==> src/rtl/strip_receiver.sv <==
`default_nettype none
// ============================================================================
// Module      : strip_receiver
// Description : Capture side of the single-wire LED strip protocol. The strip
//               line is synchronised and each high pulse is classified by
//               width as a 0 or 1. Bits are assembled MSB-first into bytes,
//               and each byte is written to a byte-wide memory at consecutive
//               addresses. A long low ends the frame. A line held high too
//               long is reported as an error and the frame is discarded.
// Ports       : clk, rst        - clock, synchronous active-high reset
//               strip_in        - asynchronous strip data line
//               mem_addr/data/we- byte write port (one-cycle strobe)
//               frame_done      - one-cycle pulse at frame end
//               frame_bytes     - bytes written in the frame (valid with done)
//               frame_error     - partial byte at frame end, or stuck-high line
//               frame_overflow  - frame carried more than CAPACITY bytes
// Revision    : 1.0 - initial release
// ============================================================================
module strip_receiver #(
    parameter int INPUT_CLOCK_FREQ_MHZ = 50,
    parameter int MAX_LEDS             = 3,
    parameter int NUM_CHANNELS         = 3,
    parameter int ADDRESS_WIDTH        = 13,
    parameter int BASE_ADDRESS         = 0,
    parameter int MIN_HIGH_NS          = 100,
    parameter int ONE_THRESHOLD_NS     = 700,
    parameter int MAX_HIGH_NS          = 5000,
    parameter int RESET_DETECT_NS      = 50000
) (
    input  logic                                      clk,
    input  logic                                      rst,
    input  logic                                      strip_in,
    output logic [ADDRESS_WIDTH-1:0]                  mem_addr,
    output logic [7:0]                                mem_data,
    output logic                                      mem_we,
    output logic                                      frame_done,
    output logic [$clog2(MAX_LEDS*NUM_CHANNELS):0]    frame_bytes,
    output logic                                      frame_error,
    output logic                                      frame_overflow
);

    localparam int CAPACITY             = MAX_LEDS * NUM_CHANNELS;
    localparam int FB_W                 = $clog2(CAPACITY) + 1;
    localparam int MIN_HIGH_CYCLES      = MIN_HIGH_NS      * INPUT_CLOCK_FREQ_MHZ / 1000;
    localparam int ONE_THRESHOLD_CYCLES = ONE_THRESHOLD_NS * INPUT_CLOCK_FREQ_MHZ / 1000;
    localparam int MAX_HIGH_CYCLES      = MAX_HIGH_NS      * INPUT_CLOCK_FREQ_MHZ / 1000;
    localparam int RESET_CYCLES         = RESET_DETECT_NS  * INPUT_CLOCK_FREQ_MHZ / 1000;
    localparam int CNT_MAX = (RESET_CYCLES > MAX_HIGH_CYCLES) ? RESET_CYCLES : MAX_HIGH_CYCLES;
    localparam int CNT_W   = $clog2(CNT_MAX + 1);

    localparam logic [CNT_W-1:0]         MIN_CNT   = CNT_W'(MIN_HIGH_CYCLES);
    localparam logic [CNT_W-1:0]         ONE_CNT   = CNT_W'(ONE_THRESHOLD_CYCLES);
    localparam logic [CNT_W-1:0]         MAX_CNT   = CNT_W'(MAX_HIGH_CYCLES);
    localparam logic [CNT_W-1:0]         RESET_CNT = CNT_W'(RESET_CYCLES);
    localparam logic [FB_W-1:0]          CAP       = FB_W'(CAPACITY);
    localparam logic [ADDRESS_WIDTH-1:0] BASE      = ADDRESS_WIDTH'(BASE_ADDRESS);

    localparam logic [1:0] S_WAIT_RESET = 2'd0;
    localparam logic [1:0] S_IDLE       = 2'd1;
    localparam logic [1:0] S_HIGH       = 2'd2;
    localparam logic [1:0] S_LOW        = 2'd3;

    logic                     sync1_q, s_q, s_prev_q;
    logic [1:0]               state_q, state_d;
    logic [CNT_W-1:0]         low_count_q, low_count_d;
    logic [CNT_W-1:0]         high_count_q, high_count_d;
    logic [6:0]               shift_q, shift_d;      // bits already received of the current byte
    logic [2:0]               bit_cnt_q, bit_cnt_d;
    logic [FB_W-1:0]          index_q, index_d;
    logic                     ovf_q, ovf_d;
    logic [ADDRESS_WIDTH-1:0] mem_addr_q, mem_addr_d;
    logic [7:0]               mem_data_q, mem_data_d;
    logic                     mem_we_q, mem_we_d;
    logic                     frame_done_q, frame_done_d;
    logic [FB_W-1:0]          frame_bytes_q, frame_bytes_d;
    logic                     frame_error_q, frame_error_d;
    logic                     frame_overflow_q, frame_overflow_d;

    logic             s_rise, s_fall, bit_val;
    logic [CNT_W-1:0] low_inc, high_inc;
    logic [7:0]       byte_val;

    assign s_rise   = s_q & ~s_prev_q;
    assign s_fall   = ~s_q & s_prev_q;
    assign low_inc  = low_count_q + CNT_W'(1);
    assign high_inc = high_count_q + CNT_W'(1);
    assign bit_val  = (high_count_q >= ONE_CNT);
    assign byte_val = {shift_q, bit_val};

    // State and datapath registers
    always_ff @(posedge clk) begin
        if (rst) begin
            sync1_q          <= 1'b0;
            s_q              <= 1'b0;
            s_prev_q         <= 1'b0;
            state_q          <= S_WAIT_RESET;
            low_count_q      <= '0;
            high_count_q     <= '0;
            shift_q          <= '0;
            bit_cnt_q        <= '0;
            index_q          <= '0;
            ovf_q            <= 1'b0;
            mem_addr_q       <= BASE;
            mem_data_q       <= '0;
            mem_we_q         <= 1'b0;
            frame_done_q     <= 1'b0;
            frame_bytes_q    <= '0;
            frame_error_q    <= 1'b0;
            frame_overflow_q <= 1'b0;
        end else begin
            sync1_q          <= strip_in;
            s_q              <= sync1_q;
            s_prev_q         <= s_q;
            state_q          <= state_d;
            low_count_q      <= low_count_d;
            high_count_q     <= high_count_d;
            shift_q          <= shift_d;
            bit_cnt_q        <= bit_cnt_d;
            index_q          <= index_d;
            ovf_q            <= ovf_d;
            mem_addr_q       <= mem_addr_d;
            mem_data_q       <= mem_data_d;
            mem_we_q         <= mem_we_d;
            frame_done_q     <= frame_done_d;
            frame_bytes_q    <= frame_bytes_d;
            frame_error_q    <= frame_error_d;
            frame_overflow_q <= frame_overflow_d;
        end
    end

    // Next-state logic
    always_comb begin
        state_d = state_q;
        case (state_q)
            S_WAIT_RESET: if (!s_q && low_inc >= RESET_CNT) state_d = S_IDLE;
            S_IDLE:       if (s_rise) state_d = S_HIGH;
            S_HIGH: begin
                if (s_fall)                     state_d = S_LOW;
                else if (high_inc >= MAX_CNT)   state_d = S_WAIT_RESET;
            end
            S_LOW: begin
                if (s_rise)                     state_d = S_HIGH;
                else if (low_inc >= RESET_CNT)  state_d = S_IDLE;
            end
            default:                            state_d = S_WAIT_RESET;
        endcase
    end

    // Counters, bit assembly and registered output strobes
    always_comb begin
        low_count_d      = low_count_q;
        high_count_d     = high_count_q;
        shift_d          = shift_q;
        bit_cnt_d        = bit_cnt_q;
        index_d          = index_q;
        ovf_d            = ovf_q;
        mem_addr_d       = mem_addr_q;
        mem_data_d       = mem_data_q;
        mem_we_d         = 1'b0;
        frame_done_d     = 1'b0;
        frame_bytes_d    = frame_bytes_q;
        frame_error_d    = 1'b0;
        frame_overflow_d = 1'b0;
        case (state_q)
            S_WAIT_RESET: begin
                // Any frame content seen here is discarded
                low_count_d = s_q ? '0 : low_inc;
                shift_d     = '0;
                bit_cnt_d   = '0;
                index_d     = '0;
                ovf_d       = 1'b0;
            end
            S_IDLE: begin
                shift_d   = '0;
                bit_cnt_d = '0;
                index_d   = '0;
                ovf_d     = 1'b0;
                if (s_rise) high_count_d = CNT_W'(1);
            end
            S_HIGH: begin
                if (s_fall) begin
                    low_count_d = CNT_W'(1);
                    // Pulses shorter than the glitch floor leave the bit state untouched
                    if (high_count_q >= MIN_CNT) begin
                        shift_d   = byte_val[6:0];
                        bit_cnt_d = bit_cnt_q + 3'd1;
                        if (bit_cnt_q == 3'd7) begin
                            if (index_q < CAP) begin
                                mem_we_d   = 1'b1;
                                mem_data_d = byte_val;
                                mem_addr_d = BASE + ADDRESS_WIDTH'(index_q);
                                index_d    = index_q + FB_W'(1);
                            end else begin
                                ovf_d = 1'b1;
                            end
                        end
                    end
                end else begin
                    high_count_d = high_inc;
                    if (high_inc >= MAX_CNT) begin
                        frame_error_d = 1'b1;
                        low_count_d   = '0;
                    end
                end
            end
            S_LOW: begin
                if (s_rise) begin
                    high_count_d = CNT_W'(1);
                end else begin
                    low_count_d = low_inc;
                    if (low_inc >= RESET_CNT) begin
                        frame_done_d     = 1'b1;
                        frame_bytes_d    = index_q;   // index saturates at CAPACITY
                        frame_error_d    = (bit_cnt_q != 3'd0);
                        frame_overflow_d = ovf_q;
                        shift_d          = '0;
                        bit_cnt_d        = '0;
                        index_d          = '0;
                        ovf_d            = 1'b0;
                    end
                end
            end
            default: ;
        endcase
    end

    assign mem_addr       = mem_addr_q;
    assign mem_data       = mem_data_q;
    assign mem_we         = mem_we_q;
    assign frame_done     = frame_done_q;
    assign frame_bytes    = frame_bytes_q;
    assign frame_error    = frame_error_q;
    assign frame_overflow = frame_overflow_q;

endmodule
`default_nettype wire

==> config.mk <==
export PLATFORM = sky130hd
export DESIGN_NAME = strip_receiver
export DESIGN_NICKNAME = d
export VERILOG_FILES = /design/src/rtl/strip_receiver.sv
export SDC_FILE = /design/constraint.sdc
export NUM_CORES = 1
export LEC_CHECK = 0
export ABC_AREA = 1
export ABC_CLOCK_PERIOD_IN_PS = 4700
export CORE_MARGIN = 2
export CORE_UTILIZATION = 62
export DETAILED_ROUTE_END_ITERATION = 12
export PLACE_DENSITY = 0.9
export REMOVE_ABC_BUFFERS = 1
export SYNTH_ARGS = -nofsm -noshare
export SYNTH_HDL_FRONTEND = slang
export SYNTH_SLANG_ARGS = --single-unit
==> constraint.sdc <==
create_clock -name clk -period 4.7 [get_ports clk]
set_input_delay 0.47 -clock clk [delete_from_list [all_inputs] [get_ports clk]]
set_output_delay 0.47 -clock clk [all_outputs]
set_load 0.05 [all_outputs]
==> metrics <==
Hold Buf Count CTS=0; Detailed Route WL=7806 um; placed cell areas=3844 sq um; final hold violation count=0; P&R area growth vs syn=12.03%; WHS Path Cells=2; worst skew pair latency=0.34 ns; Leakage=1.656 nW; die extent in y=80.41 um; minimum clock period=2.654 ns; RR Startpoint=state_q[1]; first-pass GRT wire length=13,570 um; Yosys reg bits=67; CP arrival=2.86 ns; CTS tree=done; H-tree levels=3; CORE AREA=5574 sq um; post-CTS sizing=0; Antenna Nets Post-Route=0; Initial DRT Pass Iterations=5; Setup TNS Final=0 ns; endpoint class of the critical path=register; HP Start=sync1_q; Cells after Synth=499; Final Wtd Congestion=0.8721; Max FO, Critical Path=20; Starting Density=64.94%; Hold Crit Class=reg -> reg; io pins=33; Seq pwr share=41.5%; count of cell types in the netlist=45; Non-Filler Instances=597; Peak VDD IR=0.0002843 V; Cell Pwr Density=398.8 nW/um^2; total clock sinks=67; max_slew headroom=28.82%; Final Cycle Share=56.46%; post-place setup slack=2.098 ns; CP peak stage delay=0.69 ns; antenna cells=0; top-area cell type share of the netlist area=37.05%; outcome=finished clean; Slew Limit Fails=0; post-synthesis average cell area=7.254 sq um; final worst slack=2.046 ns; largest net degree at the start of global routing=42; RSZ-0062 raised after global routing=no; Die W=80.41 um; post-synthesis instance area=3620 sq um; nets@finish=534; P_sw=0.5754 mW; R2R cell count=9; P_int=1.042 mW; vias=3,269; Placed Cells=582; Worst-Margin Slew=1.057 ns; post-CTS setup buffer count=0; area leader, netlist=dfxtp_1; CP max-delay cell=nor2_1; Clk pin slew, worst setup/hold paths=0.07 ns; gr usage total=26.50%; cell at the root of the clock tree=clkbuf_8; cell breakdown of the critical path=inv_2, nor2_2, inv_2, nor2_1, nand4_1, nand2_1, clkinv_2, nand3_1, a21oi_1; Inserted Clock Buffers=9; quantity of I/O buffers inserted on ports=24; die area=6466 sq um; Ys Warns=0; Longest Clk Path Bufs=2; vias in the first global route=3,145; critical path class=reg -> reg; max cap viols=0; Area contributors post-synth=dfxtp_1 37%, nand2_1 11%, nor2_1 5.8%; fmax=0.3768 GHz; register area share after synthesis=37.05%; startpoint types=register; Final Cell Area=4055 sq um; Clock power frac=31.1%; initial antenna violation count=0; skew final=0.01302 ns; mean number of vias per cell=5.476; drt drc=0; Critical Path Start=state_q[1]; Switching Fraction=35.57%; mean routed wirelength per cell=13.08 um; fraction of layout cells with a size suffix above 1=16.00%; First DRT Iteration DRCs=282; floorplan row count=27; combinational share of power=27.4%; Finish-stage setup viols=0; grt ovf=0; post-detail-place hpwl=5279 um; most frequent CP cell=inv_2; Worst Path Required=4.91 ns
power groups by stage:
stage / registers (mW) / clock network [mW] / logic [mW]
6_report: 0.671 / 0.504 / 0.443
5_1_grt: 0.680 / 0.536 / 0.500
4_1_cts: 0.670 / 0.511 / 0.439
3_5_place_dp: 0.682 / 0 / 0.432
3_3_place_gp: 0.679 / 0 / 0.418
2_1_floorplan: 0.671 / 0 / 0.353
logic make-up after synthesis:
| kind of cell | Yosys count | share of synthesized area [%] |
|---|---|---|
| fa+ha+maj | 10 | 3.457 |
| xor+xnor | 7 | 1.694 |
| simple gates | 255 | 34.77 |
| flops | 67 | 37.06 |
| other cells | 1 | 0.1036 |
| compound gates | 85 | 13.45 |
| buf+inv | 74 | 9.471 |
cells in the final DEF, fill, tap and decap left out, types with 2 or more instances in the layout:
cell	Yosys	routed
xnor2_1	3	3
nor2_1	56	56
clkdlybuf4s50_1	0	24
inv_2	6	6
inv_1	45	45
nand3_1	29	29
nand2_1	109	109
dfxtp_1	67	67
ha_1	10	10
a21oi_1	40	40
nor3_1	6	6
or2_2	3	3
nor2_4	4	4
nand3_2	3	3
o21ai_0	27	27
nor2_2	8	8
a21oi_2	12	12
conb_1	1	8
nand4_1	7	7
nand2_4	2	2
xor2_1	4	4
nand2_2	18	18
clkbuf_8	1	12
cell usage after synthesis, drive strengths merged:
library cell	instances
dfxtp	67
ha	10
a21oi	52
o21ai	29
a211oi	1
nor3	7
and2	1
nand2	130
conb	1
nor4	1
nand3b	2
clkinv	1
nor2	69
nand4	9
xor2	4
a31oi	1
o211ai	1
buf	14
clkbuf	7
xnor2	3
or2	3
inv	52
nand3	33
o22ai	1
worst max-delay path, delay by kind of cell (launching register included):
kind | cells | cell delay, ns
AO/OA/AOI/OAI | 1 | 0.07
buffers and inverters | 3 | 0.34
flip-flops | 1 | 0.41
AND/OR/NAND/NOR | 5 | 1.70
sequential cells by signal, summed over array words and instances, names as in the netlist:
signal and count:
high_count_q 12, low_count_q 12, mem_data 8, shift_q 7, frame_bytes 5, index_q 5
mem_addr 5, bit_cnt_q 3, state_q 2, frame_done 1, frame_error 1, frame_overflow 1
mem_we 1, ovf_q 1, s_prev_q 1, s_q 1, sync1_q 1
cell type report:
cell class	instances	area [sq um]
clock buffers	12	165.2
clock inverters	3	46.29
fillers	407	1519
inverters	53	202.7
multi-input cells	365	1962
flip-flops and latches	67	1341
well taps	72	90.09
repair buffers	25	247.7
path summary, 6_finish.rpt:
kind,end,slack [ns]
max,low_count_q[1],2.05
min,s_q,0.42
max reg2reg,low_count_q[1],2.05
min reg2reg,s_q,0.42
through the flow:
| stage | total power [mW] | util [%] | hold WS (ns) |
|---|---|---|---|
| final | 1.617 | 72.75 | 0.4168 |
| after floorplan | 1.024 | - | 0.3883 |
| after detailed placement | 1.114 | 68.96 | 0.4135 |
| after CTS | 1.620 | 72.75 | 0.4231 |
| after global routing | 1.716 | 72.75 | 0.4378 |
| after global placement | 1.096 | 68.96 | 0.4193 |
routing by layer:
layer	routed length [um]	global-route usage, %	share of wire [%]
met5	0	0	0
met4	169	12.54	2.2
met3	450	5.169	5.8
met2	3879	46.00	50
met1	3306	31.24	42
(Power assumes the default switching activity.)
